## src/rtl/pipe_beat_packer_if.sv

```systemverilog
// Purpose: beat-in / word-out bundle between the stallable pipeline and the packer.
// Latency: n/a (signal grouping only).
// Backpressure: in_allow throttles the narrow side; out_ready throttles the wide side.
// Ports (slave view): in_valid/in_data/flush/out_ready in; in_allow/out_valid/out_data/out_cnt/pending out.
interface pipe_beat_packer_if #(
    parameter int WIDTH = 4,
    parameter int BEATS = 4,
    parameter int CNTW  = $clog2(BEATS + 1)
);
    logic                   in_valid;
    logic [WIDTH-1:0]       in_data;
    logic                   in_allow;
    logic                   flush;
    logic                   out_valid;
    logic [WIDTH*BEATS-1:0] out_data;
    logic [CNTW-1:0]        out_cnt;
    logic                   out_ready;
    logic                   pending;

    // Environment side: upstream pipeline plus downstream word consumer.
    modport master (
        output in_valid, in_data, flush, out_ready,
        input  in_allow, out_valid, out_data, out_cnt, pending
    );

    // Packer side.
    modport slave (
        input  in_valid, in_data, flush, out_ready,
        output in_allow, out_valid, out_data, out_cnt, pending
    );
endinterface

```

## src/rtl/pipe_beat_packer.sv

```systemverilog
// Purpose: packs BEATS narrow beats into one wide word; flush emits a partial word.
// Latency: word visible 1 cycle after its last beat handshake (or qualifying flush).
// Backpressure: in_allow drops only when the next beat would complete a word and the
//   output register is occupied and not being drained this cycle.
// Ports: clk, rst (sync, active-high); bus (slave modport) carries the beat input
//   handshake, flush request, packed word output handshake and the pending flag.
module pipe_beat_packer #(
    parameter int WIDTH = 4,
    parameter int BEATS = 4,
    parameter int CNTW  = $clog2(BEATS + 1)
) (
    input  logic                 clk,
    input  logic                 rst,
    pipe_beat_packer_if.slave    bus
);
    localparam logic [CNTW-1:0] LAST = CNTW'(BEATS - 1);

    logic [WIDTH*BEATS-1:0] acc_data_q, acc_data_d;
    logic [CNTW-1:0]        acc_cnt_q,  acc_cnt_d;
    logic                   out_valid_q, out_valid_d;
    logic [WIDTH*BEATS-1:0] out_data_q,  out_data_d;
    logic [CNTW-1:0]        out_cnt_q,   out_cnt_d;

    logic                   slot_free;
    logic                   in_allow;
    logic                   accept;
    logic                   full_done;
    logic                   flush_done;
    logic                   emit;
    logic [WIDTH*BEATS-1:0] merged;

    always_comb begin
        slot_free  = !out_valid_q || bus.out_ready;
        in_allow   = (acc_cnt_q != LAST) || slot_free;
        accept     = bus.in_valid && in_allow;
        full_done  = accept && (acc_cnt_q == LAST);
        // A flush only counts when it actually moves something and the completing
        // beat has not already produced a full word this cycle.
        flush_done = bus.flush && slot_free && ((acc_cnt_q != '0) || accept) && !full_done;
        emit       = full_done || flush_done;

        // Accumulator with this cycle's beat merged in; slices above the fill level
        // are still zero because the accumulator is cleared on every emit.
        merged = acc_data_q;
        for (int b = 0; b < BEATS; b++) begin
            if (accept && (acc_cnt_q == CNTW'(b))) begin
                merged[b*WIDTH +: WIDTH] = bus.in_data;
            end
        end

        acc_data_d  = acc_data_q;
        acc_cnt_d   = acc_cnt_q;
        out_valid_d = out_valid_q;
        out_data_d  = out_data_q;
        out_cnt_d   = out_cnt_q;

        if (emit) begin
            acc_data_d  = '0;
            acc_cnt_d   = '0;
            out_valid_d = 1'b1;
            out_data_d  = merged;
            out_cnt_d   = acc_cnt_q + CNTW'(accept);
        end else begin
            if (accept) begin
                acc_data_d = merged;
                acc_cnt_d  = acc_cnt_q + 1'b1;
            end
            if (bus.out_ready) begin
                out_valid_d = 1'b0;
            end
        end
    end

    always_ff @(posedge clk) begin
        if (rst) begin
            acc_data_q  <= '0;
            acc_cnt_q   <= '0;
            out_valid_q <= 1'b0;
            out_data_q  <= '0;
            out_cnt_q   <= '0;
        end else begin
            acc_data_q  <= acc_data_d;
            acc_cnt_q   <= acc_cnt_d;
            out_valid_q <= out_valid_d;
            out_data_q  <= out_data_d;
            out_cnt_q   <= out_cnt_d;
        end
    end

    assign bus.in_allow  = in_allow;
    assign bus.out_valid = out_valid_q;
    assign bus.out_data  = out_data_q;
    assign bus.out_cnt   = out_cnt_q;
    assign bus.pending   = (acc_cnt_q != '0) || out_valid_q;
endmodule

```

## src/flat_wrapper.sv

```systemverilog
// flat-port wrapper written by rule: the top's interface ports become plain ports
module pipe_beat_packer_flat 
#(
    parameter int WIDTH = 4,
    parameter int BEATS = 4,
    parameter int CNTW  = $clog2(BEATS + 1)
)
  (clk, rst, bus_in_valid, bus_in_data, bus_flush, bus_out_ready, bus_in_allow, bus_out_valid, bus_out_data, bus_out_cnt, bus_pending);
  pipe_beat_packer_if #(.WIDTH(WIDTH), .BEATS(BEATS), .CNTW(CNTW)) bus_i ();
  input  logic clk;
  input  logic rst;
  input wire logic [$bits(bus_i.in_valid)-1:0] bus_in_valid;
  input wire logic [$bits(bus_i.in_data)-1:0] bus_in_data;
  input wire logic [$bits(bus_i.flush)-1:0] bus_flush;
  input wire logic [$bits(bus_i.out_ready)-1:0] bus_out_ready;
  output wire logic [$bits(bus_i.in_allow)-1:0] bus_in_allow;
  output wire logic [$bits(bus_i.out_valid)-1:0] bus_out_valid;
  output wire logic [$bits(bus_i.out_data)-1:0] bus_out_data;
  output wire logic [$bits(bus_i.out_cnt)-1:0] bus_out_cnt;
  output wire logic [$bits(bus_i.pending)-1:0] bus_pending;
  assign bus_i.in_valid = bus_in_valid;
  assign bus_i.in_data = bus_in_data;
  assign bus_i.flush = bus_flush;
  assign bus_i.out_ready = bus_out_ready;
  assign bus_in_allow = bus_i.in_allow;
  assign bus_out_valid = bus_i.out_valid;
  assign bus_out_data = bus_i.out_data;
  assign bus_out_cnt = bus_i.out_cnt;
  assign bus_pending = bus_i.pending;
  pipe_beat_packer #(.WIDTH(WIDTH), .BEATS(BEATS), .CNTW(CNTW)) u_core (.clk(clk), .rst(rst), .bus(bus_i));
endmodule
```

## config.mk

```make
export PLATFORM = sky130hd
export DESIGN_NAME = pipe_beat_packer_flat
export DESIGN_NICKNAME = d
export VERILOG_FILES = /design/src/rtl/pipe_beat_packer_if.sv /design/src/rtl/pipe_beat_packer.sv /design/src/flat_wrapper.sv
export SDC_FILE = /design/constraint.sdc
export NUM_CORES = 1
export LEC_CHECK = 0
export ABC_AREA = 0
export BUFFER_PORTS_ARGS = -buffer_cell sky130_fd_sc_hd__buf_2
export CORE_MARGIN = 4
export CORE_UTILIZATION = 40
export DETAILED_ROUTE_END_ITERATION = 6
export GPL_ROUTABILITY_DRIVEN = 0
export MAX_ROUTING_LAYER = met4
export REMOVE_ABC_BUFFERS = 1
export SKIP_CTS_REPAIR_TIMING = 1
export SLEW_MARGIN = 20
export SYNTH_ARGS = -nofsm -noshare
export SYNTH_HDL_FRONTEND = slang
export SYNTH_SLANG_ARGS = --single-unit
```

## constraint.sdc

```tcl
create_clock -name clk -period 2.7 [get_ports clk]
set_input_delay 0.135 -clock clk [delete_from_list [all_inputs] [get_ports clk]]
set_output_delay 0.135 -clock clk [all_outputs]
set_load 0.05 [all_outputs]
```

## After elaboration in Yosys (flattened, before gate mapping)

Index checks and enable logic that the tools add are counted.

| cells by class | value |
|---|---|
| reduce and logical (&&, ||, !) cells | 19 |
| add/subtract/negate cells | 2 |
| equality and inequality tests | 4 |
| multiplexer cells | 6 |

Operators with widths:

| operator | number |
|---|---|
| $mux W4 | 4 |
| $logic_and A1 B1 Y1 | 8 |
| $eq A3 B2 Y1 const B | 2 |
| $logic_or A1 B1 Y1 | 5 |
| $add A3 B1 Y3 | 1 |
| $add A3 B1 Y3 const B | 1 |
| $eq A3 B1 Y1 const B | 1 |
| $logic_not A3 Y1 | 1 |
| $ne A3 B2 Y1 const B | 1 |
| $reduce_bool A3 Y1 | 1 |
| $logic_not A1 Y1 | 2 |
| $mux W1 | 2 |
| $reduce_bool A2 Y1 | 1 |
| $reduce_or A2 Y1 | 1 |

| word-level totals | value |
|---|---|
| register bits | 39 |
| word-level logic and storage cells | 36 |
| bits of input ports | 9 |
| output and inout bits | 22 |

## Logic depth before layout (Yosys ltp)

| logic depth | value |
|---|---|
| word-level depth | 9 |
| gate-level depth with buffers | 8 |
| depth with buffers taken out | 8 |

## Least setup slack after synthesis

Ideal clock, no wire load.

| path | value |
|---|---|
| path kind | reg-to-reg |
| from | register u_core.out_valid_q, in the netlist u_core.bus.out_valid |
| to | register u_core.out_data_q[0], in the netlist u_core.bus.out_data[0] |
| cell stages (with the launch flop) | 6 |
| data arrival time | 2.051 ns |
| path buffers | 1 |
| setup time | 0.121 ns |
| period minus slack after synthesis | 2.172 ns |
| slack | 0.528 ns |
| required time | 2.579 ns |
| cell sequence | dfxtp_1 > nand3b_1 > and3_1 > clkbuf_2 > mux2i_1 > o2bb2ai_1 |

| on the way | value |
|---|---|
| longest elaborated chain between the ends | 8 |
| elaborated cells on any way between the ends | 13 |
| classes of those cells | mux: 1; reduce/logical: 12 |

Ends and longest elaborated chain:

| item | RTL line | source |
|---|---|---|
| start, declared | pipe_beat_packer.sv:20 | `logic out_valid_q, out_valid_d;` |
| start signal, assigned | pipe_beat_packer.sv:84 | `out_valid_q <= out_valid_d;` |
| $logic_not A1 Y1 (*) | pipe_beat_packer.sv:33 | `slot_free = !out_valid_q \|\| bus.out_ready;` |
| $logic_or A1 B1 Y1 (*) | pipe_beat_packer.sv:33 |  |
| $logic_or A1 B1 Y1 (*) | pipe_beat_packer.sv:34 | `in_allow = (acc_cnt_q != LAST) \|\| slot_free;` |
| named net bus_in_allow | flat_wrapper.sv:16 | `output wire logic [$bits(bus_i.in_allow)-1:0] bus_in_allow;` |
| $logic_and A1 B1 Y1 (*) | pipe_beat_packer.sv:35 | `accept = bus.in_valid && in_allow;` |
| $logic_or A1 B1 Y1 / $logic_and A1 B1 Y1 (equally long branches) | pipe_beat_packer.sv:39, pipe_beat_packer.sv:36 |  |
| $logic_and A1 B1 Y1 / $logic_not A1 Y1 (equally long branches) | pipe_beat_packer.sv:39 | `flush_done = bus.flush && slot_free && ((acc_cnt_q != '0) \|\| accept) && !full_done;` |
| $logic_and A1 B1 Y1 | pipe_beat_packer.sv:39 |  |
| $logic_or A1 B1 Y1 | pipe_beat_packer.sv:40 | `emit = full_done \|\| flush_done;` |
| end signal, assigned | pipe_beat_packer.sv:85 | `out_data_q <= out_data_d;` |
| end, declared | pipe_beat_packer.sv:21 | `logic [WIDTH*BEATS-1:0] out_data_q, out_data_d;` |

The timed path passes the listed nets; every way through them passes the cells marked *.
A chain may end at the register's enable or synchronous reset.

## Final worst setup path

| path | value |
|---|---|
| from | register u_core.acc_cnt_q[1] |
| to | register u_core.out_cnt_q[1], in the netlist u_core.bus.out_cnt[1] |

| on the way | value |
|---|---|
| longest elaborated chain between the ends | 7 |
| elaborated cells on any way between the ends | 12 |
| classes of those cells | add/sub: 1; eq/ne: 2; reduce/logical: 9 |

Ends and longest elaborated chain:

| item | RTL line | source |
|---|---|---|
| start, declared | pipe_beat_packer.sv:19 | `logic [CNTW-1:0] acc_cnt_q, acc_cnt_d;` |
| start signal, assigned | pipe_beat_packer.sv:83 | `acc_cnt_q <= acc_cnt_d;` |
| parallel branches: the longest is 7 deep, another holds $add A3 B1 Y3 | - |  |
| end signal, assigned | pipe_beat_packer.sv:86 | `out_cnt_q <= out_cnt_d;` |
| end, declared | pipe_beat_packer.sv:22 | `logic [CNTW-1:0] out_cnt_q, out_cnt_d;` |

Parallel ways; which one is timed is not known.

==> run_results.csv <==
group,metric,value,unit
setup_path,start_kind,"flop",
setup_path,cp.arrival,2.16,ns
clock_network,clk_path_buf_depth,2,
timing,min_period,2.03,ns
min_path,hold_start,"rst",
floorplanning,io-pin-count,31,
setup_path,critPathCaptureType,"flop",
place,place_ws,0.685,ns
floorplanning,core-area,3470,um2
global_route,grt_pass1_vias,1061,
yosys,synth-seq-cells,39,
timing,fin_ws,0.675,ns
timing,skew,0.00722,ns
floorplanning,fp-row-count,21,
route,drc,0,
power,p_per_area,645,nW/um2
timing,rsz0062_at_grt,"false",
cells_and_area,fillCellCount,341,
clock_network,h-tree-depth,2,
timing,hold_violations,0,
setup_path,cpPeakStageDelay,0.58,ns
route,drtIter0Drc,152,
setup_path,cp_slowest_cell,"or2_1",
setup_path,path_delay_family,"simple AND/OR/NAND/NOR gates",
place,port_buffers,30,
yosys,yosysTopAreaCell,"dfxtp_1",
timing,tightestPinTransition,0.776,ns
yosys,syn_inst,139,
route,drt-total-wl,2.86,mm
flow_run,drv_cap,0,
setup_path,crit_type,"reg -> reg",
clock_network,numClockSinks,39,
yosys,synth_seq_area_share,52.2,%
power,ir_drop,0.313,mV
setup_path,crit_start,"u_core.acc_cnt_q[1]",
floorplanning,fp.dieW,69.1,um
yosys,synthFlopType,"dfxtp_1",
setup_path,cp.required,2.83,ns
global_route,grt_max_degree,21,
timing,period_share,75.0,%
yosys,yosysWarningCount,0,
yosys,ys_top_cells_by_count,"39 x dfxtp_1, 22 x nor2_1, 18 x o2bb2ai_1",
route,wl_per_cell,13.4,um
timing,drv_slew,0,
yosys,avgSynthCellArea,10.8,um2
yosys,ys_async_sr_fraction,0,%
route,via_count,1032,
cells_and_area,drive_gt1_share,24.4,%
place,hpwl,1.97,mm
timing,relSlewSlack,48.2,%
global_route,grtUsageTotal,13.3,%
yosys,yosysMostFrequentCell,"dfxtp_1",
clock_network,cts_made_buffers,5,
yosys,synth.area.top_cells,"dfxtp_1 52%, mux2i_1 11%, o2bb2ai_1 11%",
timing,whs,0.0571,ns
timing,setup_viol,0,
floorplanning,die_area,4780,um2
clock_network,clkLatencyLatePin,0.29,ns
route,drtAntennaViolNets,0,
cells_and_area,final_nets,182,
setup_path,worstPathCellList,"inv_1, ha_1, nor3b_2, nor3_2, or2_1, o22ai_1",
global_route,grt.overflow.total,0,
floorplanning,start_util,43.1,%
route,drt-vias-per-instance,4.82,
cells_and_area,diodes,0,
yosys,ys_types,25,
clock_network,root_buffer,"clkbuf_8",
setup_path,timing.rr.start,"u_core.acc_cnt_q[1]",
clock_network,path_clk_slew,0.07,ns
min_path,hold_class,"in -> reg",
global_route,antenna_found_initial,0,
cells_and_area,syn_to_final_growth,15.6,%
timing,tns,0,ns
clock_network,cts_tree,"built",
global_route,grt_first_pass_wirelength,4.87,mm
floorplanning,die_h,69.1,um
timing,max_freq,0.494,GHz
yosys,yosys.area.top_type_share,52.2,%
yosys,syn-cell-area,1500,um2
yosys,synth_edf_count,0,
route,dr.pass1.iters,4,
setup_path,path_max_fanout,20,
power,leakage,0.710,nW
run_status,outcome,"finished clean",
setup_path,crit_buf_inv,1,
layer usage:
layer	vias up	routed length, um	global-route usage, %
met5	-	0	-
met3	6	156	5.23
met1	472	1320	14.9
li1	533	-	-
met4	0	40	5.86
met2	21	1350	20.8
kinds of logic (layout without fill, tap and decap cells):
logic type,count (synthesis),in the layout,synth area share [%]
AO/OA/AOI/OAI,23,23,13.0
XOR/XNOR,2,2,1.17
adder cells (fa/ha/maj),6,6,5.02
buffers and inverters,15,44,5.52
flip-flops,39,39,52.2
multiplexers,16,16,10.7
AND/OR/NAND/NOR,38,38,12.4
path summary, 6_finish.rpt:
path | end | slack (ns) | cells past startpoint
worst max-delay path | u_core.bus.out_cnt[1] | 0.67 | 6
worst min-delay path | u_core.bus.out_valid | 0.06 | 2
worst min register to register | u_core.bus.out_cnt[1] | 0.46 | 2
worst max register to register | u_core.bus.out_cnt[1] | 0.67 | 6
final cells by class:
class	instances	area (um2)	area share [%]
Multi-Input combinational cell	85	632	36.6
Clock inverter	2	12.5	0.724
Tap cell	46	57.6	3.33
Timing Repair Buffer	30	150	8.69
Sequential cell	39	781	45.2
Clock buffer	6	72.6	4.20
Inverter	6	22.5	1.30
stage by stage:
stage	power [W]	instance area, um2	std cells	util, %
floorplan	0.000719	1440	130	-
global placement	0.000757	1640	206	47.4
detailed placement	0.000760	1640	206	47.4
CTS	0.00113	1730	214	49.8
global route	0.00117	1730	214	49.8
finish	0.00112	1730	214	49.8
sequential cells by signal, summed over array words and instances (netlist names):
register              flops
u_core.bus.out_cnt        3
u_core.bus.out_data      16
u_core.acc_cnt_q          3
u_core.bus.out_valid      1
u_core.acc_data_q        16
report_power, final:
part,switching [W],internal [W],total (W)
Sequential,0.00000948,0.000592,0.000602
Combinational,0.000102,0.0000417,0.000144
Clock,0.000189,0.000180,0.000370
Total,0.000301,0.000814,0.00112
cells in the final DEF (no fill, tap or decap), drive strengths merged:
cell,instances
o2bb2ai,18
nand3,2
clkinv,1
o22ai,1
nand2,3
mux2i,16
nor2,23
buf,30
ha,6
xnor2,2
nor2b,1
and3,3
nand3b,1
a21oi,3
nand2b,1
clkbuf,6
inv,6
dfxtp,39
nor3,1
a311oi,1
and2b,1
nor3b,1
or2,1
clkinvlp,1
(Power assumes the default switching activity.)
